`config.mk`:
```
export PLATFORM = sky130hd
export DESIGN_NAME = noise_gate
export DESIGN_NICKNAME = d
export VERILOG_FILES = /design/src/rtl/noise_gate_pkg.sv /design/src/rtl/noise_gate_envelope_peak.sv /design/src/rtl/noise_gate.sv
export SDC_FILE = /design/constraint.sdc
export NUM_CORES = 2
export LEC_CHECK = 0
export ABC_CLOCK_PERIOD_IN_PS = 15100
export CAP_MARGIN = 10
export CELL_PAD_IN_SITES_DETAIL_PLACEMENT = 1
export CELL_PAD_IN_SITES_GLOBAL_PLACEMENT = 1
export CORE_MARGIN = 2
export CORE_UTILIZATION = 40
export DETAILED_ROUTE_END_ITERATION = 7
export HOLD_SLACK_MARGIN = 0.05
export PLACE_DENSITY_LB_ADDON = 0.1
export SYNTH_ARGS = -nofsm -noshare
export SYNTH_HDL_FRONTEND = slang
export SYNTH_SLANG_ARGS = --single-unit
```
`constraint.sdc`:
```
create_clock -name clk -period 15.1 [get_ports clk]
set_input_delay 3.02 -clock clk [delete_from_list [all_inputs] [get_ports clk]]
set_output_delay 3.02 -clock clk [all_outputs]
set_load 0.01 [all_outputs]
```
`src/rtl/noise_gate_pkg.sv`:
```
// Shared definitions for the noise gate: state encodings and gain scaling helpers.
package noise_gate_pkg;

   localparam int STATE_WIDTH = 3;

   typedef enum logic [STATE_WIDTH-1:0] {
      ST_CLOSED  = 3'd0,
      ST_ATTACK  = 3'd1,
      ST_OPEN    = 3'd2,
      ST_HOLD    = 3'd3,
      ST_RELEASE = 3'd4
   } gate_state_e;

   // Unity gain for a gain word with gw fraction bits.
   function automatic longint unsigned gain_one(input int gw);
      return longint'(1) << gw;
   endfunction

endpackage

```
`src/rtl/noise_gate_envelope_peak.sv`:
```
// Peak envelope follower: saturating magnitude, instant attack, shift-based decay.
module envelope_peak
   import noise_gate_pkg::*;
#(
   parameter int DIN_WIDTH = 32,
   parameter int ENV_SHIFT = 8
) (
   input  logic                        clk,
   input  logic                        rst_n,
   input  logic                        en,
   input  logic signed [DIN_WIDTH-1:0] din,
   output logic        [DIN_WIDTH-2:0] env_next
);

   localparam int EW = DIN_WIDTH - 1;

   logic          is_min;
   logic [EW-1:0] mag;
   logic [EW-1:0] env;

   // Magnitude with the most-negative code clamped to full scale, then peak/decay
   always_comb begin
      is_min = din[DIN_WIDTH-1] && (din[EW-1:0] == '0);
      if (is_min)
         mag = '1;
      else if (din[DIN_WIDTH-1])
         mag = ~din[EW-1:0] + EW'(1);
      else
         mag = din[EW-1:0];
      env_next = (mag > env) ? mag : env - (env >> ENV_SHIFT);
   end

   // Envelope only advances on accepted samples
   always_ff @(posedge clk) begin
      if (!rst_n)
         env <= '0;
      else if (en)
         env <= env_next;
   end

endmodule

```
`src/rtl/noise_gate.sv`:
```
// Envelope-driven noise gate with attack/hold/release gain ramp and one
// registered valid/ready stage. Define NOISE_GATE_HOLD_EN to include the
// HOLD state and its sample counter; otherwise OPEN falls straight to RELEASE.
//
// state   | meaning
// CLOSED  | gain parked at 0, waiting for envelope to reach open threshold
// ATTACK  | gain ramping up toward unity
// OPEN    | unity gain, watching for envelope below close threshold
// HOLD    | unity gain for a fixed number of samples before releasing
// RELEASE | gain ramping down toward 0
module noise_gate
   import noise_gate_pkg::*;
#(
   parameter int DIN_WIDTH    = 32,
   parameter int GAIN_WIDTH   = 16,
   parameter int OPEN_THRESH  = 2**12,
   parameter int CLOSE_THRESH = 2**11,
   parameter int ENV_SHIFT    = 8,
   parameter int HOLD_SAMPLES = 4800,
   parameter int ATTACK_STEP  = 2**8,
   parameter int RELEASE_STEP = 2**6
) (
   input  logic                        clk,
   input  logic                        rst_n,
   input  logic signed [DIN_WIDTH-1:0] din,
   input  logic                        din_tvalid,
   output logic                        din_tready,
   output logic signed [DIN_WIDTH-1:0] dout,
   output logic                        dout_tvalid,
   input  logic                        dout_tready,
   output logic [STATE_WIDTH-1:0]      gate_state
);

   localparam int EW  = DIN_WIDTH - 1;
   localparam int GW1 = GAIN_WIDTH + 1;
   localparam int GSW = GAIN_WIDTH + 2;
   localparam int PW  = DIN_WIDTH + GAIN_WIDTH + 1;

   localparam logic [GW1-1:0] GAIN_ONE   = GW1'(gain_one(GAIN_WIDTH));
   localparam logic [GW1-1:0] REL_STEP_G = GW1'(RELEASE_STEP);
   localparam logic [EW-1:0]  OPEN_T     = EW'(OPEN_THRESH);
   localparam logic [EW-1:0]  CLOSE_T    = EW'(CLOSE_THRESH);

   gate_state_e         state;
   logic [GW1-1:0]      gain;
   logic                accept;
   logic [EW-1:0]       env_next;
   logic                open_hit;
   logic                close_hit;
   logic [GSW-1:0]      gain_sum;
   logic                up_full;
   logic [GW1-1:0]      gain_up;
   logic [GW1-1:0]      gain_dn;
   logic                dn_zero;
   logic signed [PW-1:0] din_x;
   logic signed [PW-1:0] gain_x;
   logic signed [PW-1:0] prod;
   logic signed [PW-1:0] prod_sh;
   logic signed [DIN_WIDTH-1:0] scaled;
   logic                unused_prod;

`ifdef NOISE_GATE_HOLD_EN
   localparam int HCW = (HOLD_SAMPLES < 1) ? 1 : $clog2(HOLD_SAMPLES + 1);
   localparam logic [HCW-1:0] HOLD_LOAD = HCW'(HOLD_SAMPLES);
   logic [HCW-1:0] hold_cnt;
`else
   localparam int unused_hold_samples = HOLD_SAMPLES;
`endif

   assign din_tready = !dout_tvalid || dout_tready;
   assign accept     = din_tvalid && din_tready;
   assign gate_state = state;

   envelope_peak #(
      .DIN_WIDTH (DIN_WIDTH),
      .ENV_SHIFT (ENV_SHIFT)
   ) u_env (
      .clk      (clk),
      .rst_n    (rst_n),
      .en       (accept),
      .din      (din),
      .env_next (env_next)
   );

   // Threshold compares, saturating ramp steps and the gain multiply
   always_comb begin
      open_hit  = env_next >= OPEN_T;
      close_hit = env_next < CLOSE_T;
      gain_sum  = GSW'(gain) + GSW'(ATTACK_STEP);
      up_full   = gain_sum >= GSW'(GAIN_ONE);
      gain_up   = up_full ? GAIN_ONE : gain_sum[GW1-1:0];
      gain_dn   = (gain > REL_STEP_G) ? gain - REL_STEP_G : '0;
      dn_zero   = (gain_dn == '0);
      din_x     = PW'(din);
      gain_x    = PW'(gain);
      prod      = din_x * gain_x;
      prod_sh   = prod >>> GAIN_WIDTH;
      scaled    = prod_sh[DIN_WIDTH-1:0];
   end

   assign unused_prod = ^prod_sh[PW-1:DIN_WIDTH];

   // Gate state machine; gain moves on the sample that enters or stays in a ramp
   always_ff @(posedge clk) begin
      if (!rst_n) begin
         state <= ST_CLOSED;
         gain  <= '0;
`ifdef NOISE_GATE_HOLD_EN
         hold_cnt <= '0;
`endif
      end else if (accept) begin
         case (state)
            ST_CLOSED: begin
               if (open_hit) begin
                  gain  <= gain_up;
                  state <= up_full ? ST_OPEN : ST_ATTACK;
               end
            end
            ST_ATTACK: begin
               gain <= gain_up;
               if (up_full)
                  state <= ST_OPEN;
            end
            ST_OPEN: begin
               if (close_hit) begin
`ifdef NOISE_GATE_HOLD_EN
                  state    <= ST_HOLD;
                  hold_cnt <= HOLD_LOAD;
`else
                  gain  <= gain_dn;
                  state <= dn_zero ? ST_CLOSED : ST_RELEASE;
`endif
               end
            end
`ifdef NOISE_GATE_HOLD_EN
            ST_HOLD: begin
               if (open_hit) begin
                  state <= ST_OPEN;
               end else if (hold_cnt <= HCW'(1)) begin
                  hold_cnt <= '0;
                  gain     <= gain_dn;
                  state    <= dn_zero ? ST_CLOSED : ST_RELEASE;
               end else begin
                  hold_cnt <= hold_cnt - HCW'(1);
               end
            end
`endif
            ST_RELEASE: begin
               if (open_hit) begin
                  gain  <= gain_up;
                  state <= up_full ? ST_OPEN : ST_ATTACK;
               end else begin
                  gain  <= gain_dn;
                  if (dn_zero)
                     state <= ST_CLOSED;
               end
            end
            default: state <= ST_CLOSED;
         endcase
      end
   end

   // Output register: load on accept, drop valid once drained with nothing new
   always_ff @(posedge clk) begin
      if (!rst_n) begin
         dout        <= '0;
         dout_tvalid <= 1'b0;
      end else if (accept) begin
         dout        <= scaled;
         dout_tvalid <= 1'b1;
      end else if (dout_tready) begin
         dout_tvalid <= 1'b0;
      end
   end

endmodule

```
==> reports/results.tsv <==
metric	value	unit
outcome	complete, no violations	
max_slew_margin	20.1	%
via_per_inst	5.42	
yosys_warnings	0	
top_level_ports	73	
drt_wl_total	87600	µm
slew_viol_final	0	
grt_pass1_vias	23900	
fin_ws	3.97	ns
grt_usage	28.2	%
ir_drop	65.9	µV
gp_congestion	0.857	
final_net_count	3746	
drive_gt1_share	3.26	%
setup_viol	0	
ctsHoldBuffers	0	
yosys_most_used_dff	dfxtp_1	
worst_ep_required_time	15.44	ns
crit_type	in -> reg	
clk_pin_slew	0.09	ns
rows	92	
grt_max_degree	54	
post-dp-hpwl	67400	µm
cts_setup_buffers	0	
post-route-period-util	73.7	%
dpl-instance-area	0.0268	mm²
avgSynthCellArea	8.22	µm²
skew	0.0238	ns
dieHeight	255	µm
cts_tree	done	
num_vias	21000	
synth_top_area_share	40.3	%
path_max_fanout	21	
portBuffers	72	
rsz0062_at_grt	false	
min_path_type	reg -> reg	
netlist_instances	3070	
synth_top_cells_by_area	fa_1, inv_1, ha_1	
regArea	0.00168	mm²
worstSetupStartpointType	input pin	
fp.dieW	255	µm
clock_latency	0.42	ns
fin_crit	11.13	ns
postLayoutCellArea	0.0271	mm²
cts_buffers	9	
powerDensity	62.4	mW/mm²
cts.sinks	84	
yosys_register_bits	84	
synthTopCellsByCount	inv_1, fa_1, nand2_1, and2_1, ha_1	
tns	0	ns
synth_seq_area_share	6.66	%
route.detailed.drc	0	
yosys.area.top_type	fa_1	
drv_cap	0	
syn2layout_area_growth	7.34	%
fmax	0.0898	GHz
diodes	0	
dr.first_iter.drc_count	1006	
crit_path_end_kind	register	
async_reset_ff_share	0	%
grt_pass1_wl	139000	µm
worst_pin_slew	1.20	ns
die-area	0.0651	mm²
placeableCoreArea	0.0627	mm²
utilization	43.2	%
worstPathArrival	11.48	ns
r2r_setup_slack	6.52	ns
drt-wirelength-per-cell	22.6	µm
htree_num_levels	3	
antenna_found_initial	0	
ys_types	85	
multiInputGateArea	0.0205	mm²
num-fill-cells	7551	
synth_edf_count	0	
setup.worst_path.start	din[0]	
grt_overflow	0	
clock-root-buffer	clkbuf_16	
ant_nets	0	
cts_buffer_depth	2	
timing.hold.ws	0.455	ns
hold_viol_final	0	
p_leak	12.9	nW
synth_area	0.0252	mm²
dr.pass1.iters	5	
initial_core_util	40.2	%
hold_path_startpoint	dout[6]	
synth_most_common_cell	inv_1	
cts_resized	0	
syn-num-nets	3783	
r2r-start	gain[5]	
dp_slack	3.25	ns
[flip-flops by register name (all words and copies together) (netlist names)]
signal       flops
gate_state       3
gain            17
dout            32
dout_tvalid      1
u_env.env       31
[final timing paths]
path | to | depth (start not counted)
setup reg to reg | dout[28] | 23
setup / recovery | gain[7] | 23
hold / removal | dout[6] | 2
hold reg to reg | dout[6] | 2
[power by group]
part | leakage, nW | switching [mW] | internal [mW]
sequential | 0.689 | 0.0324 | 0.251
combinational | 12.0 | 0.717 | 0.432
clock | 0.147 | 0.141 | 0.118
total | 12.9 | 0.890 | 0.801
[final cells by class]
type / instances / area share [%]
Clock buffer: 9 / 0.831
Multi-Input combinational cell: 2172 / 75.7
Sequential cell: 84 / 6.21
Timing Repair Buffer: 130 / 4.28
Tap cell: 846 / 3.91
Clock inverter: 7 / 0.272
Inverter: 636 / 8.81
[per-stage QoR]
step,power [mW],instances
4_1_cts,1.70,3883
6_report,1.69,3884
3_3_place_gp,1.41,3867
2_1_floorplan,1.04,3070
5_1_grt,1.84,3884
3_5_place_dp,1.43,3867
[cells in the final DEF, fill, tap and decap left out, drive strengths merged, types with 15 or more instances in the layout]
cell type      instances
nand4                 32
dfxtp                 84
nand3                 41
buf                   59
and2                 181
a21oi                119
inv                  638
nand2                473
nor4                  15
ha                   169
o21ai                 95
a31oi                 20
nand2b                20
a211oi                35
xnor2                 53
a21o                  33
nor2                 126
clkdlybuf4s50         71
mux2i                 24
xor2                  19
fa                   508
nor3                  36
[worst max-delay path, stage by stage]
cell	delay, ns
clkdlybuf4s50_1	0.74
inv_1	0.42
ha_1	0.30
nor2b_1	0.20
nand4_1	0.36
nor3_2	0.89
o21ai_0	0.55
nand2_1	0.17
ha_1	0.16
nand4_1	0.19
nor4_1	0.65
nor2b_1	0.22
a21oi_1	0.08
a31o_1	0.36
buf_4	0.26
or4_1	0.56
o31a_1	0.28
nor4_2	0.67
a41oi_2	0.42
buf_8	0.27
or2_0	0.22
or3_1	0.32
a21oi_1	0.14
[cells by family after synthesis]
group | synth area share (%)
AO/OA/AOI/OAI | 10.2
XOR/XNOR | 2.50
adder cells (fa/ha/maj) | 48.7
buffers and inverters | 12.1
flip-flops | 6.66
multiplexers | 0.996
AND/OR/NAND/NOR | 18.9
[routing by layer]
metal	global-route usage (%)	part of all wire, %	vias to the layer above
met4	9.41	3.5	0
met1	35.7	43	11000
met2	50.3	50	445
li1	-	-	9398
met5	0	0	-
met3	2.58	3.3	148
Note: power is estimated with default switching activity, not from simulation.
